## config.mk

```make
export PLATFORM = sky130hd
export DESIGN_NAME = control_unit
export DESIGN_NICKNAME = d
export VERILOG_FILES = /design/src/rtl/control_unit.sv
export SDC_FILE = /design/constraint.sdc
export NUM_CORES = 1
export LEC_CHECK = 0
export CORE_MARGIN = 2
export CORE_UTILIZATION = 40
export DETAILED_ROUTE_END_ITERATION = 10
export HOLD_SLACK_MARGIN = 0.12
export PLACE_DENSITY = 0.86
export SLEW_MARGIN = 15
export SYNTH_ARGS = -nofsm -noshare
export SYNTH_HDL_FRONTEND = slang
export SYNTH_SLANG_ARGS = --single-unit
```

## constraint.sdc

```tcl
create_clock -name clk -period 2.44 [get_ports clk]
set_input_delay 0.488 -clock clk [delete_from_list [all_inputs] [get_ports clk]]
set_output_delay 0.488 -clock clk [all_outputs]
set_load 0.005 [all_outputs]
```

## src/rtl/control_unit.sv

```systemverilog
// control_unit: fetch/decode sequencer for the ProtoCore 8-bit CPU.
// Optional single-step gating of FETCH: define CTRL_STEP_EN.
module control_unit (
  input  logic        clk,
  input  logic        rst,
  output logic [7:0]  instr_addr,
  input  logic [15:0] instr_data,
  output logic [7:0]  ram_addr,
  output logic [7:0]  ram_wdata,
  output logic        ram_we,
  input  logic [7:0]  read_a,
  input  logic [7:0]  read_b,
  input  logic        alu_zero,
  input  logic        alu_carry,
  output logic [2:0]  alu_opcode,
  output logic        write_alu,
  output logic        is_load,
  output logic        imm_flag,
  output logic        write_en,
  output logic [3:0]  write_addr,
  output logic [3:0]  ra_addr,
  output logic [3:0]  rb_addr,
  output logic [7:0]  imm_data,
  output logic        halted
`ifdef CTRL_STEP_EN
  ,
  input  logic        step
`endif
);
  typedef enum logic [1:0] {
    FETCH,
    EXEC,
    LOAD,
    HALT
  } state_t;

  localparam logic [3:0] OP_LI   = 4'h8;
  localparam logic [3:0] OP_LD   = 4'h9;
  localparam logic [3:0] OP_ST   = 4'hA;
  localparam logic [3:0] OP_JMP  = 4'hB;
  localparam logic [3:0] OP_BZ   = 4'hC;
  localparam logic [3:0] OP_BC   = 4'hD;
  localparam logic [3:0] OP_ADDI = 4'hE;
  localparam logic [3:0] OP_HALT = 4'hF;

  state_t     state;
  logic [7:0] pc;
  logic [7:0] ld_addr;
  logic [3:0] ir_rd;
  logic       zf;
  logic       cf;

  logic [3:0] op;
  logic [7:0] imm;
  logic [7:0] pc_inc;
  logic       go;
  logic       flag_op;

  assign op      = instr_data[15:12];
  assign imm     = instr_data[7:0];
  assign pc_inc  = pc + 8'd1;
  assign flag_op = !op[3] || (op == OP_ADDI);

`ifdef CTRL_STEP_EN
  assign go = step;
`else
  assign go = 1'b1;
`endif

  assign instr_addr = pc;
  assign halted     = (state == HALT);

  // Sequencer: state, PC, flags and the LD bookkeeping registers
  always_ff @(posedge clk or posedge rst) begin
    if (rst) begin
      state   <= FETCH;
      pc      <= 8'h00;
      ld_addr <= 8'h00;
      ir_rd   <= 4'h0;
      zf      <= 1'b0;
      cf      <= 1'b0;
    end else begin
      unique case (state)
        FETCH: begin
          if (go) state <= EXEC;
        end
        EXEC: begin
          ir_rd <= instr_data[11:8];
          if (flag_op) begin
            zf <= alu_zero;
            cf <= alu_carry;
          end
          case (op)
            OP_LD: begin
              ld_addr <= read_a;
              state   <= LOAD;
            end
            OP_JMP: begin
              pc    <= imm;
              state <= FETCH;
            end
            OP_BZ: begin
              pc    <= zf ? imm : pc_inc;
              state <= FETCH;
            end
            OP_BC: begin
              pc    <= cf ? imm : pc_inc;
              state <= FETCH;
            end
            OP_HALT: state <= HALT;
            default: begin
              pc    <= pc_inc;
              state <= FETCH;
            end
          endcase
        end
        LOAD: begin
          pc    <= pc_inc;
          state <= FETCH;
        end
        HALT: state <= HALT;
      endcase
    end
  end

  // Datapath/RAM controls: decoded straight from ROM data in EXEC
  always_comb begin
    ram_addr   = 8'h00;
    ram_wdata  = 8'h00;
    ram_we     = 1'b0;
    alu_opcode = 3'b000;
    write_alu  = 1'b0;
    is_load    = 1'b0;
    imm_flag   = 1'b0;
    write_en   = 1'b0;
    write_addr = 4'h0;
    ra_addr    = 4'h0;
    rb_addr    = 4'h0;
    imm_data   = 8'h00;
    unique case (state)
      EXEC: begin
        if (!op[3]) begin
          alu_opcode = op[2:0];
          write_alu  = 1'b1;
          write_en   = 1'b1;
          write_addr = instr_data[11:8];
          ra_addr    = instr_data[7:4];
          rb_addr    = instr_data[3:0];
        end else begin
          case (op)
            OP_LI: begin
              write_en   = 1'b1;
              write_addr = instr_data[11:8];
              imm_data   = imm;
            end
            OP_LD: begin
              ra_addr  = instr_data[7:4];
              ram_addr = read_a;
            end
            OP_ST: begin
              ra_addr   = instr_data[7:4];
              rb_addr   = instr_data[3:0];
              ram_addr  = read_a;
              ram_wdata = read_b;
              ram_we    = 1'b1;
            end
            OP_ADDI: begin
              ra_addr    = instr_data[11:8];
              write_addr = instr_data[11:8];
              imm_flag   = 1'b1;
              write_alu  = 1'b1;
              write_en   = 1'b1;
              imm_data   = imm;
            end
            default: ;
          endcase
        end
      end
      LOAD: begin
        is_load    = 1'b1;
        write_en   = 1'b1;
        write_addr = ir_rd;
        ram_addr   = ld_addr;
      end
      default: ;
    endcase
  end
endmodule
```

==> results.md, run 1 <==
* Status: complete, no violations
* Largest family of logic cells by synthesized area: simple AND/OR/NAND/NOR gates
* Main synth FF type: dfrtp_1
* Worst skew pair latency at ~0.27 ns
* Post-synthesis mux area share at 10.50%
* Placed Cells at about 340
* Final Max Tran Viols at 0
* Tmin final at roughly 2.4 ns
* Ranking of synthesized cells by area: dfrtp_1, mux2_1, nor2b_1, a22oi_1, and2_1
* Max_slew headroom at between 70% and 80%
* Most common cell after layout, fill and taps aside: clkdlybuf4s50_1
* Syn. warnings at 0
* Share of cells above drive strength 1 at between 20% and 30%
* Synth Area in XOR/XNOR at ~1.4%
* CTS tree: built
* Worst EP arrival at between 1.5 and 2 ns
* CP endpoint kind: output pin
* # IOs at 89
* First-pass GRT wire length at about 9200 um
* Worst path slowest cell: clkdlybuf4s50_1
* Worst Hold Class: reg2reg
* Simple-Gate Fraction of Synth Area at approximately a quarter
* Post-route insts no fill at 360
* Peak fanout along the critical path at 5
* DRT Pass-1 Iters at 4
* GRT Total Usage at 23.16%
* Hold slack at slightly above 0.5 ns
* Leakage power total at approximately 1.5 nW
* Worst-path cell chain: inv_2 -> ha_4 -> nand2_4 -> nor3_4 -> buf_6 -> and2_1 -> clkdlybuf4s50_1
* CP Data Required Time at approximately 2.0 ns
* Die area at between 0.004 and 0.005 mm2
* Post-synth EDFFs at 0
* Synthesized area at around 0.0017 mm2
* Post-synthesis instance total at just under 200
* Final Hold Violating Endpoints at 0
* Worst path buffer plus inverter count at 3
* Drt drc at 0
* Layout area overhead at 72.81%
* Top-area cell type share of the netlist area at between 30% and 40%
* Final ANT Viol Nets at 0
* Port buffer count at 88
* Slowest Stage Delay on Critical Path at 0.49 ns
* Adder-cell share of the synthesized area at under 10%
* Core footprint at around 0.004 mm2
* HPWL after DPL at just over 4000 um
* Worst setup path class: reg2out
* Final wirelength at around 5900 um
* Pwr dens at 771.2 mW/mm2
* Clock root cell: clkbuf_8
* GPL Wtd Cong at about 0.89
* Worst-margin pin slew at 0.3683 ns
* Hold buffers post-CTS at 0
* Post-synthesis sequential area ratio at between 30% and 40%
* Startpoint Class: flip-flop
* Yosys reg bits at 24
* Gr ovfl total at 0
* Most frequent cells in the layout: clkdlybuf4s50_1, buf_4, dfrtp_1
* Final period util at 99.56%
* Number of antenna violations at the first check in global routing at 0
* Final setup violation count at 0
* Syn Area/Cell at between 8 and 9 um2
* Routed via count at 1994
* Nets at 353
* Longest Clk Path Bufs at 2
* Drt wl/cell at around 16 um
* Initial cell density of the core at roughly 43%
* RSZ-0062 raised after global routing: true
* CP top delay family: buffers and inverters
* Die width at ~70 um
* Async SR Flop Fraction at between 90% and 100%
* Largest net degree at the start of global routing at 25
* Vias in the first global route at roughly 2000
* Area leader, netlist: dfrtp_1
* Number of distinct library cells after synthesis at 39
* Via/cell ratio at 5.539
* Initial drt markers at slightly above 200
* CTS sink count at 24
* CTS buffer count at 3
* Fmax at 0.4116 GHz
* Die H at approximately 70 um
* Peak supply drop at 0.3986 mV
* Clock transition at the registers of the reported paths at 0.09 ns
* Max_cap viols at 0
* Compound-Gate Fraction of Synth Area at 16.40%
* Cell Rows at 23
* H-tree levels at 1
* Syn_nets at between 200 and 250
* Worst Clk Skew at 0.007701 ns
* Ant. Diodes at 0
## sequential cells by signal, summed over array words and instances (netlist names)
| register | count |
|---|---|
| state | 2 |
| instr_addr | 8 |
| zf | 1 |
| cf | 1 |
| ir_rd | 4 |
| ld_addr | 8 |
## worst register-to-register path, stage by stage, from the launching register on
cell	delay, ns
dfrtp_1	0.42
inv_2	0.09
ha_4	0.16
buf_8	0.17
nand3_1	0.13
or3_1	0.51
mux2_1	0.41
## path summary, 6_finish.rpt
| check | depth (start not counted) | end | slack (ns) | from |
|---|---|---|---|---|
| max | 7 | imm_data[7] | 0.01 | state[1] |
| min | 1 | ld_addr[0] | 0.50 | ld_addr[0] |
| max reg2reg | 6 | ld_addr[3] | 0.43 | state[1] |
| min reg2reg | 1 | ld_addr[0] | 0.50 | ld_addr[0] |
| max in group asynchronous | 3 | state[0] | 1.62 | rst |
| min in group asynchronous | 3 | instr_addr[6] | 0.55 | rst |
## cells in the mapped netlist, drive strengths merged, types with 2 or more instances
cell,instances
and2,15
clkbuf,5
nor2b,17
nand3,6
mux2,10
nor4,3
or3,4
ha,5
and3,5
inv,18
nor3,2
a21oi,4
o22ai,5
buf,7
nand2,9
a22oi,13
mux2i,7
o21ai,13
nor2,9
a32oi,4
dfrtp,24
## what timing repair did
action                                  CTS  global route
cloned                                    1             0
setup buffers                             9             3
hold endpoints to repair                  0             0
gates resized for setup                  60            36
pin swaps                                 4             3
endpoints found under the setup margin   40            25
## metal layers
metal | wire, um | global-route usage, % | up-vias
met4 | 172 | 7.265 | 0
met3 | 399 | 4.040 | 18
met1 | 2317 | 27.25 | 953
li1 | - | - | 920
met2 | 3017 | 42.43 | 103
met5 | 0 | 0 | -
## metrics by stage
| stage | setup WS, ns | cell area [um2] | util [%] | total power, mW | TNS [ns] |
|---|---|---|---|---|---|
| 6_report | 0.01071 | 3005 | 73.55 | 2.318 | 0 |
| 5_1_grt | -0.06636 | 3005 | 73.55 | 2.458 | -0.2115 |
| 4_1_cts | 0.002337 | 2928 | 71.65 | 2.215 | 0 |
| 3_5_place_dp | -0.5639 | 2786 | 68.19 | 1.925 | -17.35 |
| 3_3_place_gp | -0.4707 | 2786 | 68.19 | 1.872 | -15.75 |
| 2_1_floorplan | 0.4748 | 1739 | - | 1.342 | 0 |
## logic make-up after synthesis
| family | after synthesis |
|---|---|
| muxes | 17 |
| and+or+nand+nor | 76 |
| AOI/OAI and AO/OA | 42 |
| xor gates and xnor gates | 2 |
| adders and majority gates | 5 |
| buffers and inverters | 30 |
| DFF | 24 |
## layout make-up
type	count	area, um2
clock buffers	3	41.29
fillers	286	1081
inverters	18	67.56
multi-input cells	142	1109
flip-flops and latches	24	601.8
well taps	50	62.56
repair buffers	123	1124
## report_power, final
part	switching, mW	leakage (nW)	total (mW)	internal (mW)
clock network	0.134	0.0216	0.244	0.111
registers	0.163	0.284	0.751	0.588
logic	0.604	1.23	1.32	0.719
total	0.900	1.54	2.32	1.42
Power figures use the tool's default switching activity.
==> run 2: changes to the inputs <==
- GPL_ROUTABILITY_DRIVEN: not set -> 0
- HOLD_SLACK_MARGIN: 0.12 -> 0.06
==> results of run 2 <==
Final layout, timing and power as in run 1 (identical DEF).
==> run 3: changes to the inputs <==
- CORE_UTILIZATION: 40 -> 39
- CTS_CLUSTER_DIAMETER: not set -> 200
- PLACE_DENSITY: 0.86 -> 0.84
==> results.md, run 3 (same netlist as run 1, synthesis figures left out) <==
* Status: complete, no violations
* HPWL after DPL at around 4000 um
* Number of fillers in the final layout at approximately 330
* Via/cell ratio at 5.370
* Nets at ~360
* CP Data Required Time at just under 2 ns
* Largest net degree at the start of global routing at 25
* CTS buffer count at 3
* First-pass GRT wire length at ~8900 um
* Worst setup path class: in2out
* Worst EP arrival at around 1.9 ns
* Area of the multi-input gates at approximately 0.0011 mm2
* Port buffer count at 88
* Drt wl/cell at 15.19 um
* Pwr dens at 774.2 mW/mm2
* Die H at 70.78 um
* Gr ovfl total at 0
* DRT Pass-1 Iters at 4
* Vias in the first global route at about 1900
* Final Util at between 60% and 70%
* Final period util at a little over nine tenths
* Placed instance area at 0.002789 mm2
* Final ANT Viol Nets at 0
* Die width at slightly above 70 um
* Pre-CTS setup slack at -0.4029 ns
* # IOs at slightly below 90
* Worst-margin pin slew at 0.3783 ns
* Worst skew pair latency at roughly 0.26 ns
* CTS tree: built
* Ant. Diodes at 0
* Startpoint Class: input pin
* Worst Clk Skew at 0.003978 ns
* Worst Hold Class: reg2reg
* Initial cell density of the core at 40.22%
* Most common cell after layout, fill and taps aside: clkdlybuf4s50_1
* Leakage power total at 1.557 nW
* Core footprint at 0.004324 mm2
* Die area at between 0.005 and 0.006 mm2
* RSZ-0062 raised after global routing: false
* Clock transition at the registers of the reported paths at 0.09 ns
* Routed via count at between 1500 and 2000
* Longest Clk Path Bufs at 2
* Share of cells above drive strength 1 at 22.04%
* Cell Rows at 24
* Final Max Tran Viols at 0
* H-tree levels at 1
* Drt drc at 0
* Fmax at roughly 0.42 GHz
* Cell area after layout at ~0.003 mm2
* CTS sink count at 24
* Layout area overhead at 72.88%
* CP endpoint kind: output pin
* Hold buffers post-CTS at 0
* Tmin final at 2.356 ns
* Final setup TNS at 0 ns
* Setup ws final at ~0.084 ns
* Initial drt markers at between 50 and 60
* Number of antenna violations at the first check in global routing at 0
* Final wirelength at between 5000 and 6000 um
* Max_cap viols at 0
* Total power at between 2 and 2.5 mW
* Peak fanout along the critical path at 5
* Final setup violation count at 0
* Peak supply drop at between 0.4 and 0.5 mV
* Max_slew headroom at 74.78%
* Final Hold Violating Endpoints at 0
* GRT Total Usage at a little over a fifth
* Register area at ~600 um2
* Most frequent cells in the layout: clkdlybuf4s50_1, buf_4, dfrtp_1
* Clock root cell: clkbuf_8
## run 3: cell count changes in the layout (fill, tap and decap cells not counted), sizes merged
cell           before  now
dlymetal6s2s       11   10
dlygate4sd2        18   22
bufinv              0    1
clkdlybuf4s50      48   44
buf                38   41
## run 3: timing repair
action	CTS	global route
buffers inserted	9	6
endpoints found under the setup margin	40	22
gates resized for setup	65	26
cloned	1	0
hold endpoints to repair	0	0
pin swaps	4	2
## run 3: where the power goes
group          total (mW)  internal [mW]  switching [mW]
Clock               0.348          0.219           0.129
Combinational        1.24          0.683           0.562
Sequential          0.735          0.586           0.149
Total                2.33           1.49           0.840
## run 3: path summary, 6_finish.rpt
| check | to | start | slack (ns) | cells after the start |
|---|---|---|---|---|
| worst max register to register | ld_addr[6] | state[1] | 0.43 | 7 |
| worst min register to register | ld_addr[0] | ld_addr[0] | 0.50 | 1 |
| min in group asynchronous | instr_addr[6] | rst | 0.56 | 3 |
| worst max-delay path | write_addr[1] | instr_data[14] | 0.08 | 8 |
| max in group asynchronous | state[0] | rst | 1.64 | 3 |
| worst min-delay path | ld_addr[0] | ld_addr[0] | 0.50 | 1 |
## run 3: metal layers
layer	routed length [um]	vias to the layer above	track usage [%]
met3	352	8	2.991
met1	2300	947	26.86
met5	0	-	0
met4	72	0	6.499
met2	2821	84	38.84
li1	-	921	-
## run 3: layout make-up
| cell class | count | share of cell area, % |
|---|---|---|
| flip-flops and latches | 24 | 19.98 |
| repair buffers | 125 | 37.08 |
| clock buffers | 3 | 1.373 |
| well taps | 52 | 2.164 |
| multi-input cells | 142 | 36.16 |
| inverters | 18 | 2.247 |
| clock inverters | 1 | 0.9988 |
## run 3: metrics by stage
stage	hold slack, ns	std cells
after detailed placement	0.4823	346
after floorplan	0.4583	196
final	0.4981	365
after global placement	0.4740	346
after global routing	0.5119	365
after CTS	0.5011	360
## run 3: critical path, cell delays in order
cell           delay (ns)
dlygate4sd2_1        0.27
buf_6                0.15
xor2_4               0.22
o21ai_1              0.08
buf_4                0.15
a32oi_1              0.19
nor2b_1              0.06
dlygate4sd2_1        0.27
